## src/rtl/alu_self_check_pkg.sv

```systemverilog
// alu_self_check_pkg: op encodings, table sizing and FSM states shared by the ALU self-checker.
package alu_self_check_pkg;
  localparam logic [2:0] OP_AND = 3'd0;
  localparam logic [2:0] OP_OR  = 3'd1;
  localparam logic [2:0] OP_ADD = 3'd2;
  localparam logic [2:0] OP_SUB = 3'd6;
  localparam logic [2:0] OP_SLT = 3'd7;
  localparam int NUM_VECTORS_DEF = 11;
  localparam int DW = 4;
  localparam int OW = 3;
  typedef enum logic [2:0] {S_IDLE, S_DRIVE, S_SETTLE, S_CHECK, S_DONE} state_e;
endpackage

```

## src/rtl/alu_vec_rom.sv

```systemverilog
// alu_vec_rom: combinational stimulus table of operands and expected ALU responses.
module alu_vec_rom
  import alu_self_check_pkg::*;
(
  input  logic [3:0]    idx_i,
  output logic [DW-1:0] a_o,
  output logic [DW-1:0] b_o,
  output logic          ci_o,
  output logic [OW-1:0] op_o,
  output logic [DW-1:0] exp_r_o,
  output logic          exp_flag_o
);
  // exp_flag is the expected slt for OP_SLT and the expected carry-out otherwise
  always_comb begin
    {a_o, b_o, ci_o, op_o, exp_r_o, exp_flag_o} = '0;
    case (idx_i)
      4'd0:  {a_o, b_o, ci_o, op_o, exp_r_o, exp_flag_o} = {4'd4,  4'd2,  1'b0, OP_ADD, 4'd6,  1'b0};
      4'd1:  {a_o, b_o, ci_o, op_o, exp_r_o, exp_flag_o} = {4'd5,  4'd2,  1'b1, OP_SUB, 4'd3,  1'b1};
      4'd2:  {a_o, b_o, ci_o, op_o, exp_r_o, exp_flag_o} = {4'd2,  4'd4,  1'b1, OP_SUB, 4'd14, 1'b0};
      4'd3:  {a_o, b_o, ci_o, op_o, exp_r_o, exp_flag_o} = {4'd2,  4'd3,  1'b1, OP_SUB, 4'd15, 1'b0};
      4'd4:  {a_o, b_o, ci_o, op_o, exp_r_o, exp_flag_o} = {4'd2,  4'd7,  1'b1, OP_SLT, 4'd11, 1'b1};
      4'd5:  {a_o, b_o, ci_o, op_o, exp_r_o, exp_flag_o} = {4'd4,  4'd4,  1'b1, OP_SLT, 4'd0,  1'b0};
      4'd6:  {a_o, b_o, ci_o, op_o, exp_r_o, exp_flag_o} = {4'd5,  4'd4,  1'b1, OP_SLT, 4'd1,  1'b0};
      4'd7:  {a_o, b_o, ci_o, op_o, exp_r_o, exp_flag_o} = {4'd15, 4'd0,  1'b1, OP_SLT, 4'd15, 1'b1};
      4'd8:  {a_o, b_o, ci_o, op_o, exp_r_o, exp_flag_o} = {4'd12, 4'd12, 1'b1, OP_SLT, 4'd0,  1'b0};
      4'd9:  {a_o, b_o, ci_o, op_o, exp_r_o, exp_flag_o} = {4'd1,  4'd1,  1'b0, OP_AND, 4'd1,  1'b0};
      4'd10: {a_o, b_o, ci_o, op_o, exp_r_o, exp_flag_o} = {4'd1,  4'd0,  1'b0, OP_OR,  4'd1,  1'b0};
      default: ;
    endcase
  end
endmodule

```

## src/rtl/alu_self_check.sv

```systemverilog
// alu_self_check: walks the vector table through an external 4-bit ALU and tallies pass/fail.
module alu_self_check
  import alu_self_check_pkg::*;
#(
  parameter int SETTLE_CYCLES = 2,
  parameter int NUM_VECTORS   = NUM_VECTORS_DEF
) (
  input  logic          clk,
  input  logic          reset,
  input  logic          start,
  output logic [DW-1:0] alu_a,
  output logic [DW-1:0] alu_b,
  output logic          alu_ci,
  output logic [OW-1:0] alu_op,
  input  logic [DW-1:0] alu_r,
  input  logic          alu_co,
  input  logic          alu_slt,
  output logic          busy,
  output logic          done,
  output logic [3:0]    pass_cnt,
  output logic [3:0]    fail_cnt,
  output logic [3:0]    first_fail_idx,
  output logic          fail_seen
);
  localparam logic [7:0] CNT_LAST = 8'(SETTLE_CYCLES - 1);
  localparam logic [3:0] IDX_LAST = 4'(NUM_VECTORS - 1);
  state_e state_q, state_d;
  logic [3:0] idx_q;
  logic [7:0] cnt_q;
  logic [DW-1:0] v_a, v_b, v_r;
  logic [OW-1:0] v_op;
  logic v_ci, v_flag, match;
  alu_vec_rom u_rom (
    .idx_i     (idx_q),
    .a_o       (v_a),
    .b_o       (v_b),
    .ci_o      (v_ci),
    .op_o      (v_op),
    .exp_r_o   (v_r),
    .exp_flag_o(v_flag)
  );
  assign match = (alu_r == v_r) && (((alu_op == OP_SLT) ? alu_slt : alu_co) == v_flag);
  always_comb begin
    state_d = state_q;
    case (state_q)
      S_IDLE:   state_d = start ? S_DRIVE : S_IDLE;
      S_DRIVE:  state_d = (SETTLE_CYCLES == 0) ? S_CHECK : S_SETTLE;
      S_SETTLE: state_d = (cnt_q == CNT_LAST) ? S_CHECK : S_SETTLE;
      S_CHECK:  state_d = (idx_q == IDX_LAST) ? S_DONE : S_DRIVE;
      default:  state_d = S_IDLE;
    endcase
  end
  // busy/done lag the state by one edge so every output comes straight from a flop
  always_ff @(posedge clk) begin
    if (reset) begin
      state_q <= S_IDLE;
      {idx_q, cnt_q, busy, done, pass_cnt, fail_cnt, first_fail_idx, fail_seen} <= '0;
      {alu_a, alu_b, alu_ci, alu_op} <= '0;
    end else begin
      state_q <= state_d;
      done    <= state_q == S_DONE;
      busy    <= (state_q == S_IDLE) ? start : state_q != S_DONE;
      if (state_q == S_IDLE && start) begin
        {idx_q, pass_cnt, fail_cnt, first_fail_idx, fail_seen} <= '0;
      end
      if (state_q == S_DRIVE) begin
        {alu_a, alu_b, alu_ci, alu_op} <= {v_a, v_b, v_ci, v_op};
        cnt_q <= '0;
      end
      if (state_q == S_SETTLE) cnt_q <= cnt_q + 8'd1;
      if (state_q == S_CHECK) begin
        if (match) pass_cnt <= pass_cnt + 4'd1;
        else begin
          fail_cnt <= fail_cnt + 4'd1;
          if (!fail_seen) begin
            first_fail_idx <= idx_q;
            fail_seen      <= 1'b1;
          end
        end
        if (idx_q != IDX_LAST) idx_q <= idx_q + 4'd1;
      end
    end
  end
endmodule

```

## config.mk

```make
export PLATFORM = sky130hd
export DESIGN_NAME = alu_self_check
export DESIGN_NICKNAME = d
export VERILOG_FILES = /design/src/rtl/alu_self_check_pkg.sv /design/src/rtl/alu_vec_rom.sv /design/src/rtl/alu_self_check.sv
export SDC_FILE = /design/constraint.sdc
export NUM_CORES = 1
export LEC_CHECK = 0
export CORE_MARGIN = 3
export CORE_UTILIZATION = 54
export DETAILED_ROUTE_END_ITERATION = 10
export GPL_ROUTABILITY_DRIVEN = 0
export PLACE_DENSITY_LB_ADDON = 0.2
export SETUP_SLACK_MARGIN = 0.4
export SLEW_MARGIN = 20
export SYNTH_ARGS = -nofsm -noshare
export SYNTH_HDL_FRONTEND = slang
export SYNTH_SLANG_ARGS = --single-unit
export TNS_END_PERCENT = 50
```

## constraint.sdc

```tcl
create_clock -name clk -period 3.1 [get_ports clk]
set_clock_uncertainty 0.05 [all_clocks]
set_input_delay 0.62 -clock clk [delete_from_list [all_inputs] [get_ports clk]]
set_output_delay 0.62 -clock clk [all_outputs]
set_load 0.05 [all_outputs]
```

# Yosys cells after proc, flatten, opt, wreduce, memory -nomap -nowiden
# Cells that the tools add are included.
# word_totals
ff_bits,42
input_bits,9
output_inout_bits,27
elab_cells,85
# op_classes
n_addsub,4
n_eq_ne,20
muxes,31
n_reduce_logical,17
# op_table
cell,n
case mux 4 bit (6 select lines),3
2-to-1 mux 4 bit,13
case mux 3 bit (4 select lines),2
equality test 4 x 3 -> 1 bit (second input constant),4
2-to-1 mux 8 bit,2
OR reduction 3 bit,5
adder 4 x 1 -> 4 bit (second input constant),3
equality test 4 bit (second input constant),3
2-to-1 mux 1 bit,10
OR reduction 2 bit,5
adder 8 x 1 -> 8 bit (second input constant),1
equality test 4 x 2 -> 1 bit (second input constant),2
equality test 8 x 1 -> 1 bit (second input constant),1
OR reduction 8 bit,1
equality test 3 x 2 -> 1 bit (second input constant),2
equality test 3 bit (second input constant),2
OR reduction 5 bit,1
equality test 4 x 1 -> 1 bit (second input constant),1
equality test 4 bit,1
logical NOT 4 bit,1
inequality test 4 bit (second input constant),1
equality test 3 x 1 -> 1 bit (second input constant),1
logical NOT 3 bit,1
2-to-1 mux 3 bit,1
other kinds (4),5

# Logic depth before layout (Yosys ltp)
# logic_depth
word_depth,7
depth_mapped,10
mapped_depth_nobuf,8

# By module
# From an unflattened synthesis, not the netlist that was laid out.
# hier_totals
cells_unflattened,273
area_unflattened_um2,2269.7
# by_module_without_submodules
mod,n_inst,cells_per_inst,area_per_inst_um2,seq_area_each_um2
alu_self_check,1,228,1988.2,840.8
alu_vec_rom,1,45,281.5,0.0

# Worst setup path after synthesis
# OpenSTA, ideal clock, no wires.
# synth_timing
path_type,reg-to-reg
startpoint,register idx_q[0]
endpoint,register fail_cnt[3]
setup_time_ps,95
t_arrival_ps,2074
required_ps,2955
path_slack_ps,881
stages_incl_launch_ff,11
n_path_buf,2
synth_period_minus_slack_ps,2219
cell_sequence,dfxtp_1 -> inv_1 -> ha_1 -> buf_6 -> nor4b_2 -> a221oi_2 -> xnor2_1 -> nand2_1 -> buf_6 -> or4_1 -> o311ai_1
# synth_via
elab_chain_len,7
elab_cells_between_ends,19
cone_classes,eq/ne: 10; mux: 4; reduce/logical: 5
# synth_rtl
element,line,rtl
start: declaration,alu_self_check.sv:28,logic [3:0] idx_q;
start signal: assignment,alu_self_check.sv:80,if (idx_q != IDX_LAST) idx_q <= idx_q + 4'd1;
equality test 4 bit (tied with other cells),alu_vec_rom.sv:16,case (idx_i)
OR reduction 3 bit (no source line) / OR reduction 2 bit (equally long branches),-,
case mux 4 bit (6 select lines) / 2-to-1 mux 1 bit (equally long branches),alu_vec_rom.sv:16,
equality test 4 bit / equality test 1 bit (equally long branches),alu_self_check.sv:42,assign match = (alu_r == v_r) && (((alu_op == OP_SLT) ? alu_slt : alu_co) == v_flag);
logical AND 1 bit *,alu_self_check.sv:42,
2-to-1 mux 4 bit *,alu_self_check.sv:72,if (match) pass_cnt <= pass_cnt + 4'd1;
2-to-1 mux 4 bit *,alu_self_check.sv:71,if (state_q == S_CHECK) begin
end signal: assignment,alu_self_check.sv:74,fail_cnt <= fail_cnt + 4'd1;
end: declaration,alu_self_check.sv:21,"output logic [3:0] fail_cnt,"
# Every way passes the cells marked *; elsewhere a longest branch is shown, timed or not.
# A chain may end at the register's enable or synchronous reset.

# Worst setup path after layout
# layout_timing
startpoint,register idx_q[0]
endpoint,register pass_cnt[3]
# layout_via
elab_chain_len,7
elab_cells_between_ends,19
cone_classes,eq/ne: 10; mux: 4; reduce/logical: 5
# layout_rtl
element,line,rtl
equality test 4 bit (tied with other cells),alu_vec_rom.sv:16,
OR reduction 3 bit (no source line) / OR reduction 2 bit (equally long branches),-,
case mux 4 bit (6 select lines) / 2-to-1 mux 1 bit (equally long branches),alu_vec_rom.sv:16,
equality test 4 bit / equality test 1 bit (equally long branches),alu_self_check.sv:42,
logical AND 1 bit *,alu_self_check.sv:42,
2-to-1 mux 4 bit *,alu_self_check.sv:72,
2-to-1 mux 4 bit *,alu_self_check.sv:71,
end signal: assignment,alu_self_check.sv:72,
end: declaration,alu_self_check.sv:20,"output logic [3:0] pass_cnt,"
# Marks and branches as above.

==> summary.md <==
| Metric | Value |
|---|---|
| Drt pass-1 iters | `4` |
| Die ar. | `5220 sq um` |
| First-pass GRT wire length | `8910 um` |
| FF+latch count, synth | `42` |
| Mapped cell area | `2370 sq um` |
| Count of cell types in the netlist | `55` |
| Via Count | `2,084` |
| Post-layout minimum cycle time | `2.49 ns` |
| Total Neg Setup Slack | `0 ns` |
| CTS tree | `done` |
| CP bufs+invs | `1` |
| Metal3 WL | `248 um` |
| Unrepaired setup endpoints after global routing | `false` |
| # Post-CTS Setup Buffers | `0` |
| Root Driver | `clkbuf_8` |
| Fin. max-slew vios | `0` |
| Mapped Cells | `280` |
| HP Class | `reg2reg` |
| Family with the most delay on the worst path | `simple AND/OR/NAND/NOR gates` |
| DP Area | `2710 sq um` |
| Worst-skew pair later-pin latency | `0.30 ns` |
| Area grow syn2layout | `18.6%` |
| Vias in the first global route | `1,967` |
| Iteration-0 DRC Markers | `114` |
| Post-layout util | `68.4%` |
| Gates resized, CTS repair | `0` |
| EDFF count, synth | `0` |
| Yosys warning count | `0` |
| Sequential fraction of the synthesis area | `35.4%` |
| Pre-CTS WS | `0.580 ns` |
| Post-synthesis compound-gate area fraction | `19.4%` |
| Avg Cell Area, Syn | `8.47 sq um` |
| Vias/cell | `5.84` |
| Asr flop ratio synth | `0%` |
| Final setup viols | `0` |
| Share of layout cells above drive strength 1 | `10.1%` |
| Initial Util | `57.6%` |
| Worst-path cell chain | `ha_1 > inv_1 > a21oi_1 > xnor2_2 > nand4_2 > or4_1 > a31oi_1` |
| Worst Setup Start Kind | `register` |
| Core ar. | `4120 sq um` |
| Cell Count, Final, Fillers Out | `357` |
| Hpwl dp | `3740 um` |
| Initial antenna violation count | `0` |
| Worst-Margin Slew | `0.650 ns` |
| Global Route Usage Sum | `21.8%` |
| Max_slew headroom | `56.6%` |
| Final period util | `80.4%` |
| Post-layout nets | `323` |
| Largest family of logic cells by synthesized area | `simple AND/OR/NAND/NOR gates` |
| Clk slew on worst S/H paths | `0.08 ns` |
| TritonCTS Buffers | `5` |
| CTS H-tree depth | `2` |
| Largest stage delay, worst path | `0.50 ns` |
| Syn Nets | `297` |
| Synth Area in Adders | `4.22%` |
| Critical path class | `reg2reg` |
| Port Buf Inserts | `35` |
| Status | `completed` |
| Max Cap Viol | `0` |
| Yosys top cell by area | `dfxtp_1` |
| Critical path required time | `3.28 ns` |
| Hold Buf Count CTS | `0` |
| Xor and xnor area share after synthesis | `2.80%` |
| Final instance area | `2810 sq um` |
| Top FF cell, synth | `dfxtp_1` |
| Mux contribution to synthesized area | `5.38%` |
| DR WL/cell | `14.5 um` |
| Max stage delay cell, worst path | `or4_1` |
| Power per cell area | `427 nW/um^2` |
| Antenna Cells | `0` |
| DRT antenna net count | `0` |
| Die width | `72.3 um` |
| Worst-path fanout max | `11` |
| Met1 WL | `2390 um` |
| Peak supply drop | `290 uV` |
| Cells after DPL | `349` |
| Die height | `72.3 um` |
| I/O pin total | `36` |
| DRC | `0` |
| Hold Vio Cnt, Final | `0` |
| LEAKAGE | `0.986 nW` |
| Max layer used | `met4` |
| Synth area leaders | `dfxtp_1, nor2_1, a21oi_1` |
| Setup WS post-layout | `0.606 ns` |
| Maximum root-to-sink buffer count | `2` |
| Most frequent cells after synthesis | `dfxtp_1, nor2_1, a21oi_1, nand2_1, clkbuf_1` |
| Achievable frequency | `401 MHz` |
| Synth top area share | `35.4%` |
| Simple-gate share of the synthesized area | `27.1%` |
| Largest net degree at the start of global routing | `23` |
| Critical path endpoint category | `register` |
| GRT overflow | `0` |
| Post-Route WL | `5190 um` |
| # rows | `23` |
| Clock sinks | `42` |
| Worst EP arrival | `2.67 ns` |
| WL met2 | `2440 um` |
cell type report:
cell class                 count  area, sq um
clock buffer                   7         76.3
sequential                    42          841
timing repair buffer          40          388
tap                           50         62.6
fill                         365         1300
clock inverter                 1         30.0
multi-input combinational    212         1400
inverter                       5         18.8
registers in the layout, indices dropped and copies added, names as in the netlist:
register	count
cnt_q	8
done	1
pass_cnt	4
fail_seen	1
alu_a	4
idx_q	4
alu_ci	1
alu_op	3
state_q	3
busy	1
fail_cnt	4
first_fail_idx	4
alu_b	4
logic make-up after synthesis:
group / Yosys count
AOI/OAI and AO/OA: 65
xor gates and xnor gates: 5
adders and majority gates: 8
buffers and inverters: 26
DFF: 42
muxes: 12
and+or+nand+nor: 122
per-stage QoR:
step                      power (W)  hold slack, ns
after floorplan            0.000723           0.417
after global placement     0.000779           0.405
after detailed placement   0.000784           0.406
after CTS                   0.00121           0.425
after global routing        0.00125           0.447
final                       0.00120           0.425
report_power, final:
| part | internal, W | switching [W] | total, W | leakage [nW] |
|---|---|---|---|---|
| logic | 0.0000732 | 0.000126 | 0.000199 | 0.593 |
| clock network | 0.000241 | 0.000189 | 0.000430 | 0.0524 |
| registers | 0.000556 | 0.0000151 | 0.000571 | 0.341 |
| total | 0.000871 | 0.000330 | 0.00120 | 0.986 |
path summary, 6_finish.rpt:
path / from / to / slack, ns / cells past startpoint
worst max-delay path: idx_q[0]$_SDFF_PP0_ / pass_cnt[3]$_SDFF_PP0_ / 0.61 / 7
worst min-delay path: alu_ci$_SDFFE_PP0P_ / alu_ci$_SDFFE_PP0P_ / 0.43 / 1
worst max register to register: idx_q[0]$_SDFF_PP0_ / pass_cnt[3]$_SDFF_PP0_ / 0.61 / 7
worst min register to register: alu_ci$_SDFFE_PP0P_ / alu_ci$_SDFFE_PP0P_ / 0.43 / 1
cell usage in the layout (no fill, tap or decap), types with 5 or more instances in the layout:
master	count
nor3_1	7
clkbuf_8	5
ha_1	8
nand3b_1	6
nand3_1	9
dfxtp_1	42
nand2_1	17
mux2i_1	8
o21ai_0	9
nand2b_1	8
a21oi_1	22
inv_1	5
clkdlybuf4s50_1	35
nor2_1	42
a211oi_1	6
buf_4	5
routing by layer:
| layer | track usage [%] | vias to the layer above |
|---|---|---|
| met3 | 4.16 | 12 |
| met1 | 27.4 | 974 |
| met2 | 35.8 | 51 |
| met5 | 0 | - |
| met4 | 10.2 | 0 |
| li1 | - | 1047 |
(Power assumes the default switching activity.)
